==> src/rtl/fetch_stage.sv <==
// rtl/fetch_stage.sv - instruction fetch stage: PC, in-order imem requests, instruction buffer, redirect flush
//
// Purpose:
//   Holds the PC and issues word-aligned requests to instruction memory.
//   Returned words are paired with their PC and buffered in a DEPTH-entry FIFO,
//   which feeds decode through a valid/ready handshake. A redirect from execute
//   reloads the PC, clears the buffer and discards responses still in flight.
//
// Ports:
//   clk_i, rstn_i           clock, synchronous active-low reset
//   imem_req_valid_o/addr_o request to instruction memory (word-aligned)
//   imem_req_ready_i        memory accepts the request
//   imem_rsp_valid_i/data_i in-order response from instruction memory
//   redirect_i/redirect_pc_i taken branch/jump target from execute
//   instr_o/instr_valid_o   {pc, word} presented to decode
//   instr_ready_i           decode accepts instr_o

package fetch_pkg;
  typedef logic [31:0] bus32_t;

  typedef struct packed {
    bus32_t pc;
    bus32_t word;
  } instr_data_t;
endpackage

module fetch_stage
  import fetch_pkg::*;
#(
  parameter bus32_t      RESET_PC = 32'h0000_0000,
  parameter int unsigned DEPTH    = 2
) (
  input  logic        clk_i,
  input  logic        rstn_i,
  output logic        imem_req_valid_o,
  output bus32_t      imem_req_addr_o,
  input  logic        imem_req_ready_i,
  input  logic        imem_rsp_valid_i,
  input  bus32_t      imem_rsp_data_i,
  input  logic        redirect_i,
  input  bus32_t      redirect_pc_i,
  output instr_data_t instr_o,
  output logic        instr_valid_o,
  input  logic        instr_ready_i
);

  localparam int AW  = (DEPTH > 1) ? $clog2(DEPTH) : 1;
  localparam int CW  = AW + 1;
  localparam int CW1 = CW + 1;
  localparam logic [CW:0] DEPTH_W = CW1'(DEPTH);

  // Architectural state
  bus32_t        pc_r;
  logic [CW-1:0] inflight;
  logic [CW-1:0] drop_cnt;

  // PC queue: PCs of requests awaiting their response
  bus32_t        pcq_mem [DEPTH];
  logic [AW-1:0] pcq_rd;
  logic [AW-1:0] pcq_wr;

  // Instruction buffer
  instr_data_t   fifo_mem [DEPTH];
  logic [AW-1:0] fifo_rd;
  logic [AW-1:0] fifo_wr;
  logic [CW-1:0] fifo_cnt;

  logic          req_fire;
  logic          rsp_accept;
  logic          fifo_push;
  logic          fifo_pop;
  logic [CW:0]   credit_used;
  bus32_t        redirect_target;

  // Outputs to decode depend on buffer state only.
  assign instr_valid_o = (fifo_cnt != '0);
  assign instr_o       = instr_valid_o ? fifo_mem[fifo_rd] : '0;

  assign fifo_pop   = instr_valid_o && instr_ready_i && !redirect_i;
  assign rsp_accept = imem_rsp_valid_i && (inflight != '0);
  assign fifo_push  = rsp_accept && (drop_cnt == '0) && !redirect_i;

  // Credits: every in-flight request owns a buffer slot. The entry decode takes
  // this cycle frees its slot immediately, which is what lets a DEPTH=2 buffer
  // sustain one instruction per cycle behind a 1-cycle memory.
  assign credit_used = {1'b0, inflight} + {1'b0, fifo_cnt} - CW1'(fifo_pop);

  assign imem_req_valid_o = rstn_i && !redirect_i && (credit_used < DEPTH_W);
  assign imem_req_addr_o  = {pc_r[31:2], 2'b00};
  assign req_fire         = imem_req_valid_o && imem_req_ready_i;

  assign redirect_target  = redirect_pc_i & ~32'h0000_0003;

  always_ff @(posedge clk_i) begin
    if (!rstn_i) begin
      pc_r     <= RESET_PC;
      inflight <= '0;
      drop_cnt <= '0;
      pcq_rd   <= '0;
      pcq_wr   <= '0;
      fifo_rd  <= '0;
      fifo_wr  <= '0;
      fifo_cnt <= '0;
    end else begin
      // The PC queue tracks every outstanding request, including those being
      // dropped, so it keeps running across redirects.
      if (req_fire) begin
        pcq_wr <= pcq_wr + AW'(1);
      end
      if (rsp_accept) begin
        pcq_rd <= pcq_rd + AW'(1);
      end
      inflight <= inflight + CW'(req_fire) - CW'(rsp_accept);

      if (redirect_i) begin
        pc_r     <= redirect_target;
        fifo_rd  <= '0;
        fifo_wr  <= '0;
        fifo_cnt <= '0;
        // Everything still outstanding after this cycle belongs to the old
        // path; any earlier drop count is a subset of inflight, so this also
        // covers back-to-back redirects.
        drop_cnt <= inflight - CW'(rsp_accept);
      end else begin
        if (req_fire) begin
          pc_r <= pc_r + 32'd4;
        end
        if (rsp_accept && (drop_cnt != '0)) begin
          drop_cnt <= drop_cnt - CW'(1);
        end
        if (fifo_push) begin
          fifo_wr <= fifo_wr + AW'(1);
        end
        if (fifo_pop) begin
          fifo_rd <= fifo_rd + AW'(1);
        end
        fifo_cnt <= fifo_cnt + CW'(fifo_push) - CW'(fifo_pop);
      end
    end
  end

  // Storage arrays carry no reset; validity comes from the pointers/counts.
  always_ff @(posedge clk_i) begin
    if (req_fire) begin
      pcq_mem[pcq_wr] <= pc_r;
    end
    if (fifo_push) begin
      fifo_mem[fifo_wr] <= '{pc: pcq_mem[pcq_rd], word: imem_rsp_data_i};
    end
  end

  // A response with nothing outstanding is a memory protocol error; it is ignored.
  a_rsp_has_request : assert property (
    @(posedge clk_i) disable iff (!rstn_i) imem_rsp_valid_i |-> (inflight != '0));

  a_fifo_no_overflow : assert property (
    @(posedge clk_i) disable iff (!rstn_i)
    (fifo_push && !fifo_pop) |-> (fifo_cnt < CW'(DEPTH)));

  a_no_req_overrun : assert property (
    @(posedge clk_i) disable iff (!rstn_i)
    req_fire |-> (inflight < CW'(DEPTH)));

endmodule

==> config.mk <==
export PLATFORM = sky130hd
export DESIGN_NAME = fetch_stage
export DESIGN_NICKNAME = d
export VERILOG_FILES = /design/src/rtl/fetch_stage.sv
export SDC_FILE = /design/constraint.sdc
export NUM_CORES = 1
export LEC_CHECK = 0
export ABC_AREA = 1
export BUFFER_PORTS_ARGS = -buffer_cell sky130_fd_sc_hd__buf_4
export CAP_MARGIN = 40
export CORE_UTILIZATION = 55
export DETAILED_ROUTE_END_ITERATION = 8
export PLACE_DENSITY_LB_ADDON = 0.08
export SLEW_MARGIN = 10
export SYNTH_ARGS = -nofsm -noshare
export SYNTH_HDL_FRONTEND = slang
export SYNTH_SLANG_ARGS = --single-unit
export TNS_END_PERCENT = 50
==> constraint.sdc <==
create_clock -name clk_i -period 4.55 [get_ports clk_i]
set_input_delay 0.6825 -clock clk_i [delete_from_list [all_inputs] [get_ports clk_i]]
set_output_delay 0.6825 -clock clk_i [all_outputs]
set_load 0.05 [all_outputs]
==> reports/qor.csv, run 1 <==
metric,value,unit
P&R area growth vs syn,22.9,%
status,finished clean,
Power per Cell Area,428,nW/um^2
total CTS buffers,23,
slew margin rel.,40.7,%
cell leakage power,4.66,nW
clk_lat worst skew,0.50,ns
post-CTS setup buffers,0,
largest net degree at the start of global routing,63,
Mapped Avg Cell Area,10.6,sq um
register area share after synthesis,66.4,%
Yosys cell types,32,
IO Count,168,
Post-CTS Hold Fix Bufs,0,
R2R Path End,inflight[1],
routability cong.,0.903,
CP Class,reg -> out,
"Gates resized, CTS repair",0,
Worst R2R Path Depth,15,
Period minus WS final,3.07,ns
post-DR vias/cell,5.21,
ant diodes,0,
Worst-Margin Slew,0.890,ns
share of layout cells above drive strength 1,23.7,%
R2R Path Start,fifo_cnt[0],
Die Height,134,um
initial antenna violation count,0,
Iteration-0 DRC Markers,455,
unrepaired setup endpoints after global routing,false,
vias,6809,
setup tns final,0,ns
"Buf+Inv Stages, Crit Path",4,
DIE WIDTH,134,um
DP HPWL,12700,um
Max IR drop VDD,0.243,mV
routed len/inst,15.6,um
footprint of the multi-input gates,2790,sq um
Initial Util,57.0,%
sequential cell area,6370,sq um
number of global-route vias before repair,6434,
Worst-path clk slew,0.06,ns
fmax,0.326,GHz
last element of the critical path,imem_req_valid_o,
Worst path depth,11,
root buffer cell,clkbuf_16,
Hold Slack,0.368,ns
Post-DRT Antenna Nets,0,
maxcap violations,0,
crit-path cells,inv_1 -> nand2_1 -> nand2_1 -> o21ai_0 -> nand3_1 -> fa_1 -> inv_1 -> nor2_4 -> nand2_1 -> inv_1 -> buf_4,
critical path's top delay family,adder cells,
Yosys reg bits,226,
Post-Synthesis Cells,909,
CTS tree,yes,
Post-Syn Area,9590,sq um
critical path's slowest cell,fa_1,
final hold viol count,0,
H-tree Lvls,1,
grt ovf,0,
FILL cells,1273,
crit path DAT,2.38,ns
Worst Setup Start Kind,flop,
worst hold path class,in -> reg,
die area,18000,sq um
nets,1148,
Std-Cell Rows,47,
Synth warnings,0,
detailed-router iteration count before antenna repair,5,
core area,16800,sq um
Max Clock Skew,0.0114,ns
Total Routing Usage GR,22.9,%
period utilization,67.4,%
DRC violations left,0,
Port-buffer cells,161,
biggest cell delay along the critical path,0.50,ns
Crit path required time,3.87,ns
"Setup violations, final",0,
clock buffer depth,3,
maximum fanout count along the critical path,3,
Routed WL,20300,um
R2R Setup Slk,1.74,ns
global-route wire length before repair,32500,um
Hold Path Origin,imem_rsp_data_i[4],
CP startpoint,fifo_cnt[0],
Crit. End Element,output pin,
Final Max Slew Viols,0,
CTS Sinks,226,
==> registers in the layout (all words and copies together) (netlist names), named ones only <==
| register | count |
|---|---|
| fifo_cnt | 2 |
| fifo_mem | 124 |
| pcq_wr | 1 |
| pc_r | 30 |
| fifo_rd | 1 |
| fifo_wr | 1 |
| inflight | 2 |
| drop_cnt | 2 |
| pcq_mem | 60 |
| pcq_rd | 1 |
==> placed cells by master, fill, tap and decap left out, drive strengths merged, types with 4 or more instances in the layout <==
master  count
xor2        5
ha          7
nor2       55
conb        4
o21ai      22
nand2     284
buf       171
xnor2       4
inv        76
a31oi       4
a21oi      91
clkinv      7
nand3      56
edfxtp    184
mux2       30
dfxtp      42
clkbuf     32
==> through the flow <==
| stage | setup WS, ns | utilization [%] | instance area [sq um] | total power, W | instances |
|---|---|---|---|---|---|
| 2_1_floorplan | 0.371 | - | 9600 | 0.00300 | 912 |
| 3_3_place_gp | 1.45 | 65.4 | 11000 | 0.00320 | 1264 |
| 3_5_place_dp | 1.41 | 65.6 | 11000 | 0.00322 | 1265 |
| 4_1_cts | 1.47 | 70.1 | 11800 | 0.00508 | 1306 |
| 5_1_grt | 1.35 | 70.1 | 11800 | 0.00523 | 1306 |
| 6_report | 1.48 | 70.1 | 11800 | 0.00505 | 1306 |
==> layout make-up <==
class	count	area share, %
clock buffer	32	5.60
clock inverter	9	0.828
inverter	77	2.46
multi-input combinational	571	23.7
sequential	226	54.0
tap	220	2.33
timing repair buffer	171	11.1
==> metal layers <==
| layer | track usage, % | vias to the layer above | part of all wire [%] |
|---|---|---|---|
| li1 | - | 3376 | - |
| met1 | 31.9 | 3188 | 45 |
| met2 | 37.5 | 221 | 46 |
| met3 | 3.70 | 24 | 7.1 |
| met4 | 5.93 | 0 | 1.4 |
| met5 | 0 | - | 0 |
==> cell usage after synthesis <==
master | n | area, sq um
a31oi_1 | 4 | 25.0
buf_1 | 2 | 7.51
nand3_2 | 1 | 10.0
buf_2 | 2 | 10.0
fa_1 | 1 | 20.0
nor3b_1 | 2 | 15.0
nand2_2 | 3 | 18.8
o21a_1 | 1 | 7.51
clkinv_2 | 1 | 5.00
nand3_1 | 55 | 275
nor2_1 | 51 | 191
ha_1 | 7 | 87.6
clkbuf_1 | 28 | 105
buf_6 | 1 | 11.3
inv_1 | 72 | 270
nand2_4 | 1 | 11.3
nand2_1 | 280 | 1050
nor2_2 | 3 | 18.8
conb_1 | 1 | 3.75
and2_1 | 2 | 12.5
dfxtp_1 | 42 | 841
buf_4 | 5 | 37.5
xnor2_1 | 4 | 35.0
o21ai_0 | 22 | 110
nor2_4 | 1 | 11.3
or2_2 | 1 | 6.26
a21oi_1 | 91 | 455
o21bai_1 | 2 | 15.0
edfxtp_1 | 184 | 5530
xor2_1 | 5 | 43.8
inv_2 | 4 | 15.0
mux2_2 | 30 | 338
==> worst min path at each step <==
stage                           end  slack (ns)  depth (start not counted)
floorplan                      flop        0.43                          1
CTS                  fifo_mem[0][5]        0.35                          1
finish               fifo_mem[0][4]        0.37                          1
detailed placement           pcq_rd        0.44                          1
global placement             pcq_rd        0.43                          1
global route        fifo_mem[1][27]        0.35                          1
==> cell families (layout without fill, tap and decap cells) <==
group / count (synthesis) / in the layout / synth area share, %
AO/OA/AOI/OAI: 120 / 120 / 6.39
XOR/XNOR: 9 / 9 / 0.822
other: 1 / 4 / 0.0391
buffers and inverters: 115 / 289 / 4.81
flip-flops: 226 / 226 / 66.4
adder cells (fa/ha/maj): 8 / 8 / 1.12
multiplexers: 30 / 30 / 3.52
AND/OR/NAND/NOR: 400 / 400 / 16.9
==> where the power goes <==
group	switching (W)	leakage [nW]	internal [W]
sequential	0.0000757	2.02	0.00240
clock	0.000738	0.375	0.00113
combinational	0.000452	2.26	0.000255
total	0.00127	4.66	0.00378
==> worst reg2reg max path: stages, from the launching register on <==
cell	delay [ns]
dfxtp_1	0.35
inv_1	0.07
nand2_1	0.12
nand2_1	0.11
o21ai_0	0.17
nand3_1	0.11
fa_1	0.50
inv_1	0.06
nor2_4	0.11
nand3_2	0.19
ha_1	0.35
inv_1	0.04
ha_1	0.17
xor2_1	0.15
o21ai_0	0.14
a21oi_1	0.05
(Power assumes the default switching activity.)
==> inputs of run 2 (changes only) <==
==> constraint.sdc (replaced) <==
create_clock -name clk_i -period 3 [get_ports clk_i]
set_input_delay 0.45 -clock clk_i [delete_from_list [all_inputs] [get_ports clk_i]]
set_output_delay 0.45 -clock clk_i [all_outputs]
set_load 0.05 [all_outputs]
==> run 2 against run 1 <==
Against the previous run:
- critical endpoint unchanged
- non-clock buffer count is 6 higher
- largest cell class unchanged
- sequential share of layout area shrank 0.94 points
- worst hold slack worse by 0.24 ns
==> reports/qor.csv, run 2 (synthesis gave the netlist of run 1 again) <==
metric,value,unit
biggest regs,"fifo_mem x124, pcq_mem x60, pc_r x30",
crit path DAT,2.28,ns
Non-Filler Instances,1315,
dpl cells,1271,
Initial Util,57.0,%
"Gates resized, CTS repair",0,
clock buffer depth,3,
grt ovf,0,
Routed WL,20200,um
period utilization,91.0,%
worst hold path class,in -> reg,
unrepaired setup endpoints after global routing,false,
post-route worst setup slack,0.269,ns
slew margin rel.,43.7,%
post-CTS setup buffers,0,
setup tns final,0,ns
Post-Layout Inst Area,12000,sq um
number of global-route vias before repair,6408,
"most common cell after layout, fill and taps aside",nand2_1,
Worst-Margin Slew,0.843,ns
"commonest cells after routing, fill and taps aside","nand2_1 (280), edfxtp_1 (184), buf_4 (168)",
share of layout cells above drive strength 1,24.2,%
Post-CTS Hold Fix Bufs,0,
initial antenna violation count,0,
CP Class,reg -> out,
Period minus WS final,2.73,ns
"Setup violations, final",0,
post-DR vias/cell,5.18,
Worst-path clk slew,0.06,ns
crit-path cells,inv_1 -> nand2_1 -> nand2_1 -> o21ai_1 -> nand3_1 -> fa_1 -> inv_1 -> nor2_4 -> nand2_1 -> inv_1 -> buf_4,
P&R area growth vs syn,25.1,%
FILL cells,1224,
H-tree Lvls,1,
max reg flops,124,
global-route wire length before repair,32000,um
sequential cell area,6370,sq um
nets,1155,
ant diodes,0,
biggest cell delay along the critical path,0.48,ns
critical path's slowest cell,fa_1,
Max Clock Skew,0.0200,ns
core area,16800,sq um
overall power,0.00786,W
Crit. End Element,output pin,
Iteration-0 DRC Markers,467,
routed len/inst,15.4,um
vias,6817,
clk_lat worst skew,0.51,ns
largest net degree at the start of global routing,64,
status,finished clean,
Port-buffer cells,161,
DRC violations left,0,
DP HPWL,13000,um
Std-Cell Rows,47,
routability cong.,0.853,
die area,18000,sq um
detailed-router iteration count before antenna repair,5,
Worst Setup Start Kind,flop,
Post-DRT Antenna Nets,0,
root buffer cell,clkbuf_16,
total CTS buffers,24,
cell leakage power,4.75,nW
maxcap violations,0,
dpl ws,0.358,ns
footprint of the multi-input gates,2790,sq um
CTS tree,yes,
final hold viol count,0,
Power per Cell Area,655,nW/um^2
area post-placement,11200,sq um
Die Height,134,um
IO Count,168,
Final Max Slew Viols,0,
fmax,0.366,GHz
Total Routing Usage GR,22.6,%
CTS Sinks,226,
Biggest register,fifo_mem,
Crit path required time,2.55,ns
Max IR drop VDD,0.467,mV
maximum fanout count along the critical path,3,
DIE WIDTH,134,um
-- run 2: cell types whose count changed in the layout (fill, tap and decap cells not counted) --
| cell | change |
|---|---|
| o21ai_0 | -1 |
| o21ai_1 | +1 |
| buf_4 | -2 |
| clkbuf_8 | +1 |
| bufinv_16 | +1 |
| clkinv_2 | -2 |
| buf_16 | -1 |
| clkinv_4 | +1 |
| clkinv_1 | +1 |
| clkbuf_16 | +1 |
| buf_12 | +9 |
-- run 2: final cells by class --
| cell class | instances | area share, % |
|---|---|---|
| inverters | 77 | 2.42 |
| well taps | 220 | 2.29 |
| repair buffers | 177 | 12.0 |
| flip-flops and latches | 226 | 53.1 |
| multi-input cells | 571 | 23.3 |
| clock buffers | 34 | 5.83 |
| clock inverters | 10 | 1.08 |
-- run 2: metrics by stage --
stage	hold WS, ns	utilization (%)
CTS	0.115	71.3
floorplan	0.425	-
global placement	0.435	66.4
global route	0.113	71.3
finish	0.129	71.3
detailed placement	0.456	66.4
-- run 2: critical path, delay by kind of cell, from the launching register on --
family          cells  cell delay, ns
flops               1            0.34
compound gates      1            0.13
buf+inv             4            0.36
simple gates        5            0.47
fa+ha+maj           1            0.48
-- run 2: final timing paths --
kind                       startpoint                to  slack (ns)  cells past startpoint
setup reg to reg          fifo_cnt[0]           pc_r[7]        0.36                     16
hold / removal    imem_rsp_data_i[17]   fifo_mem[1][17]        0.13                      1
setup / recovery          fifo_cnt[0]  imem_req_valid_o        0.27                     11
hold reg to reg                pcq_rd              flop        0.47                      1
-- run 2: power breakdown --
group / leakage, nW / internal [W] / switching (W)
Sequential: 2.02 / 0.00364 / 0.000117
Clock: 0.407 / 0.00188 / 0.00113
Combinational: 2.32 / 0.000397 / 0.000688
Total: 4.75 / 0.00592 / 0.00194
-- run 2: routing by layer --
metal	share of wire [%]	GRT usage, %
met5	0	0
met4	0.98	4.56
met3	6.2	3.17
met2	48	38.2
met1	45	31.4
==> inputs of run 3 (changes only) <==
--- a/config.mk
+++ b/config.mk
@@ -11,6 +11,8 @@
 export CORE_UTILIZATION = 55
 export DETAILED_ROUTE_END_ITERATION = 8
 export PLACE_DENSITY_LB_ADDON = 0.08
+export RECOVER_POWER = 50
+export REMOVE_ABC_BUFFERS = 1
 export SLEW_MARGIN = 10
 export SYNTH_ARGS = -nofsm -noshare
 export SYNTH_HDL_FRONTEND = slang
==> run 3 against run 2 <==
Against the previous run:
- the run now ends with max-capacitance violations, max-slew violations left
- via count is 0.12% lower
- largest power group unchanged
- clock-buffer cell count fell by 2
- critical path depth did not move
- fmax shrank 3.2%
- core utilization fell by 1.6 points
- clock skew shrank 0.014 ns
- largest cell class unchanged
- worst setup slack worse by 0.090 ns
- critical endpoint unchanged
- combinational power decreased by 4%
- flip-flop and latch count stayed put
- total power decreased by 5.9%
- cell area shrank 2.2%
==> reports/qor.csv, run 3 (synthesis gave the netlist of run 1 again) <==
metric,value,unit
root buffer cell,clkbuf_16,
"Setup violations, final",0,
DRC violations left,0,
worst hold path class,in -> reg,
Worst-path clk slew,0.06,ns
slew margin rel.,-24.0,%
Sw Ratio,25.7,%
Initial Util,57.0,%
Iteration-0 DRC Markers,481,
Port-buffer cells,161,
Die Height,134,um
detailed-router iteration count before antenna repair,5,
clock share of power,35.1,%
DIE WIDTH,134,um
routed len/inst,15.3,um
Crit. End Element,output pin,
Max IR drop VDD,0.496,mV
biggest cell delay along the critical path,0.49,ns
routability cong.,0.857,
crit path DAT,2.37,ns
Crit path required time,2.55,ns
Post-CTS Hold Fix Bufs,0,
largest net degree at the start of global routing,64,
Worst Setup Start Kind,flop,
post-DR vias/cell,5.18,
Internal,0.00549,W
core area,16800,sq um
die area,18000,sq um
dpl ws,0.129,ns
R2R Path Start,fifo_cnt[0],
total CTS buffers,23,
clock buffer depth,3,
Power per Cell Area,631,nW/um^2
Gate power share,14.1,%
crit-path cells,inv_1 -> nand2_1 -> nand2_1 -> o21ai_0 -> nand3_1 -> fa_1 -> inv_1 -> nor2_4 -> nand2_1 -> inv_1 -> buf_4,
grt ovf,0,
CP Class,reg -> out,
ant diodes,0,
vias,6809,
Post-DRT Antenna Nets,0,
Total Routing Usage GR,22.9,%
final hold viol count,0,
maxcap violations,1,
biggest regs,"fifo_mem x124, pcq_mem x60, pc_r x30",
setup tns final,0,ns
Hold Path Origin,imem_rsp_data_i[26],
failing checks,"max-capacitance violations, max-slew violations",
fmax,0.355,GHz
Period minus WS final,2.82,ns
H-tree Lvls,1,
CTS tree,yes,
initial antenna violation count,0,
maximum fanout count along the critical path,3,
Routed WL,20100,um
critical path's slowest cell,fa_1,
nets,1157,
Psw,0.00190,W
"most common cell after layout, fill and taps aside",nand2_1,
share of layout cells above drive strength 1,18.3,%
IO Count,168,
period utilization,94.0,%
Std-Cell Rows,47,
Sequential Power Share,50.8,%
Max Clock Skew,0.00568,ns
status,"finished, violations left",
CTS Sinks,226,
global-route wire length before repair,32400,um
Biggest register,fifo_mem,
unrepaired setup endpoints after global routing,false,
cell leakage power,4.53,nW
"commonest cells after routing, fill and taps aside","nand2_1 (280), edfxtp_1 (184), buf_4 (106)",
CP startpoint,fifo_cnt[0],
DP HPWL,13200,um
Final Max Slew Viols,31,
P&R area growth vs syn,22.3,%
Worst-Margin Slew,1.86,ns
post-route worst setup slack,0.180,ns
max reg flops,124,
number of global-route vias before repair,6482,
clk_lat worst skew,0.49,ns
==> run 3: power groups by stage <==
stage	clock network, W	registers [W]	logic, W
after global placement	0	0.00381	0.00107
after floorplan	0	0.00393	0.000589
after CTS	0.00265	0.00375	0.00110
after global routing	0.00278	0.00377	0.00114
final	0.00259	0.00376	0.00104
after detailed placement	0	0.00382	0.00109
==> run 3: final cells by class <==
cell class,instances,area [sq um]
Clock buffer,32,609
Clock inverter,9,67.6
Fill cell,1309,5090
Inverter,77,290
Multi-Input combinational cell,571,2790
Sequential cell,226,6370
Tap cell,220,275
Timing Repair Buffer,180,1330
==> run 3: worst max-delay path: cells and delay by family, from the launching register on <==
family,cells,cell delay [ns]
simple gates,5,0.52
compound gates,1,0.15
buf+inv,4,0.36
fa+ha+maj,1,0.49
flops,1,0.35
==> run 3: path summary, 6_finish.rpt <==
check	end	slack [ns]	cells past startpoint
setup / recovery	imem_req_valid_o	0.18	11
hold / removal	fifo_mem[1][26]	0.16	1
setup reg to reg	inflight[1]	0.23	15
hold reg to reg	pcq_rd	0.46	1
==> run 3: metrics by stage <==
step / instance area [sq um] / power, W / utilization (%) / hold slack (ns) / cells
3_5_place_dp: 11200 / 0.00491 / 66.6 / 0.441 / 1274
6_report: 11700 / 0.00740 / 69.7 / 0.155 / 1315
2_1_floorplan: 9430 / 0.00452 / - / 0.425 / 874
5_1_grt: 11700 / 0.00770 / 69.7 / 0.140 / 1315
4_1_cts: 11900 / 0.00750 / 70.6 / 0.120 / 1315
3_3_place_gp: 11200 / 0.00488 / 66.6 / 0.439 / 1274
==> run 3: repair_timing <==
item / 4_1_cts / 5_1_grt
setup buffers: 0 / 0
gates resized for setup: 0 / 1
setup endpoints to repair: 0 / 1
==> run 3: routing by layer <==
| metal | global-route usage, % | share of wire (%) | vias up |
|---|---|---|---|
| li1 | - | - | 3397 |
| met1 | 30.1 | 44 | 3160 |
| met2 | 39.5 | 49 | 226 |
| met3 | 3.48 | 5.8 | 26 |
| met4 | 6.68 | 1.6 | 0 |
| met5 | 0 | 0 | - |
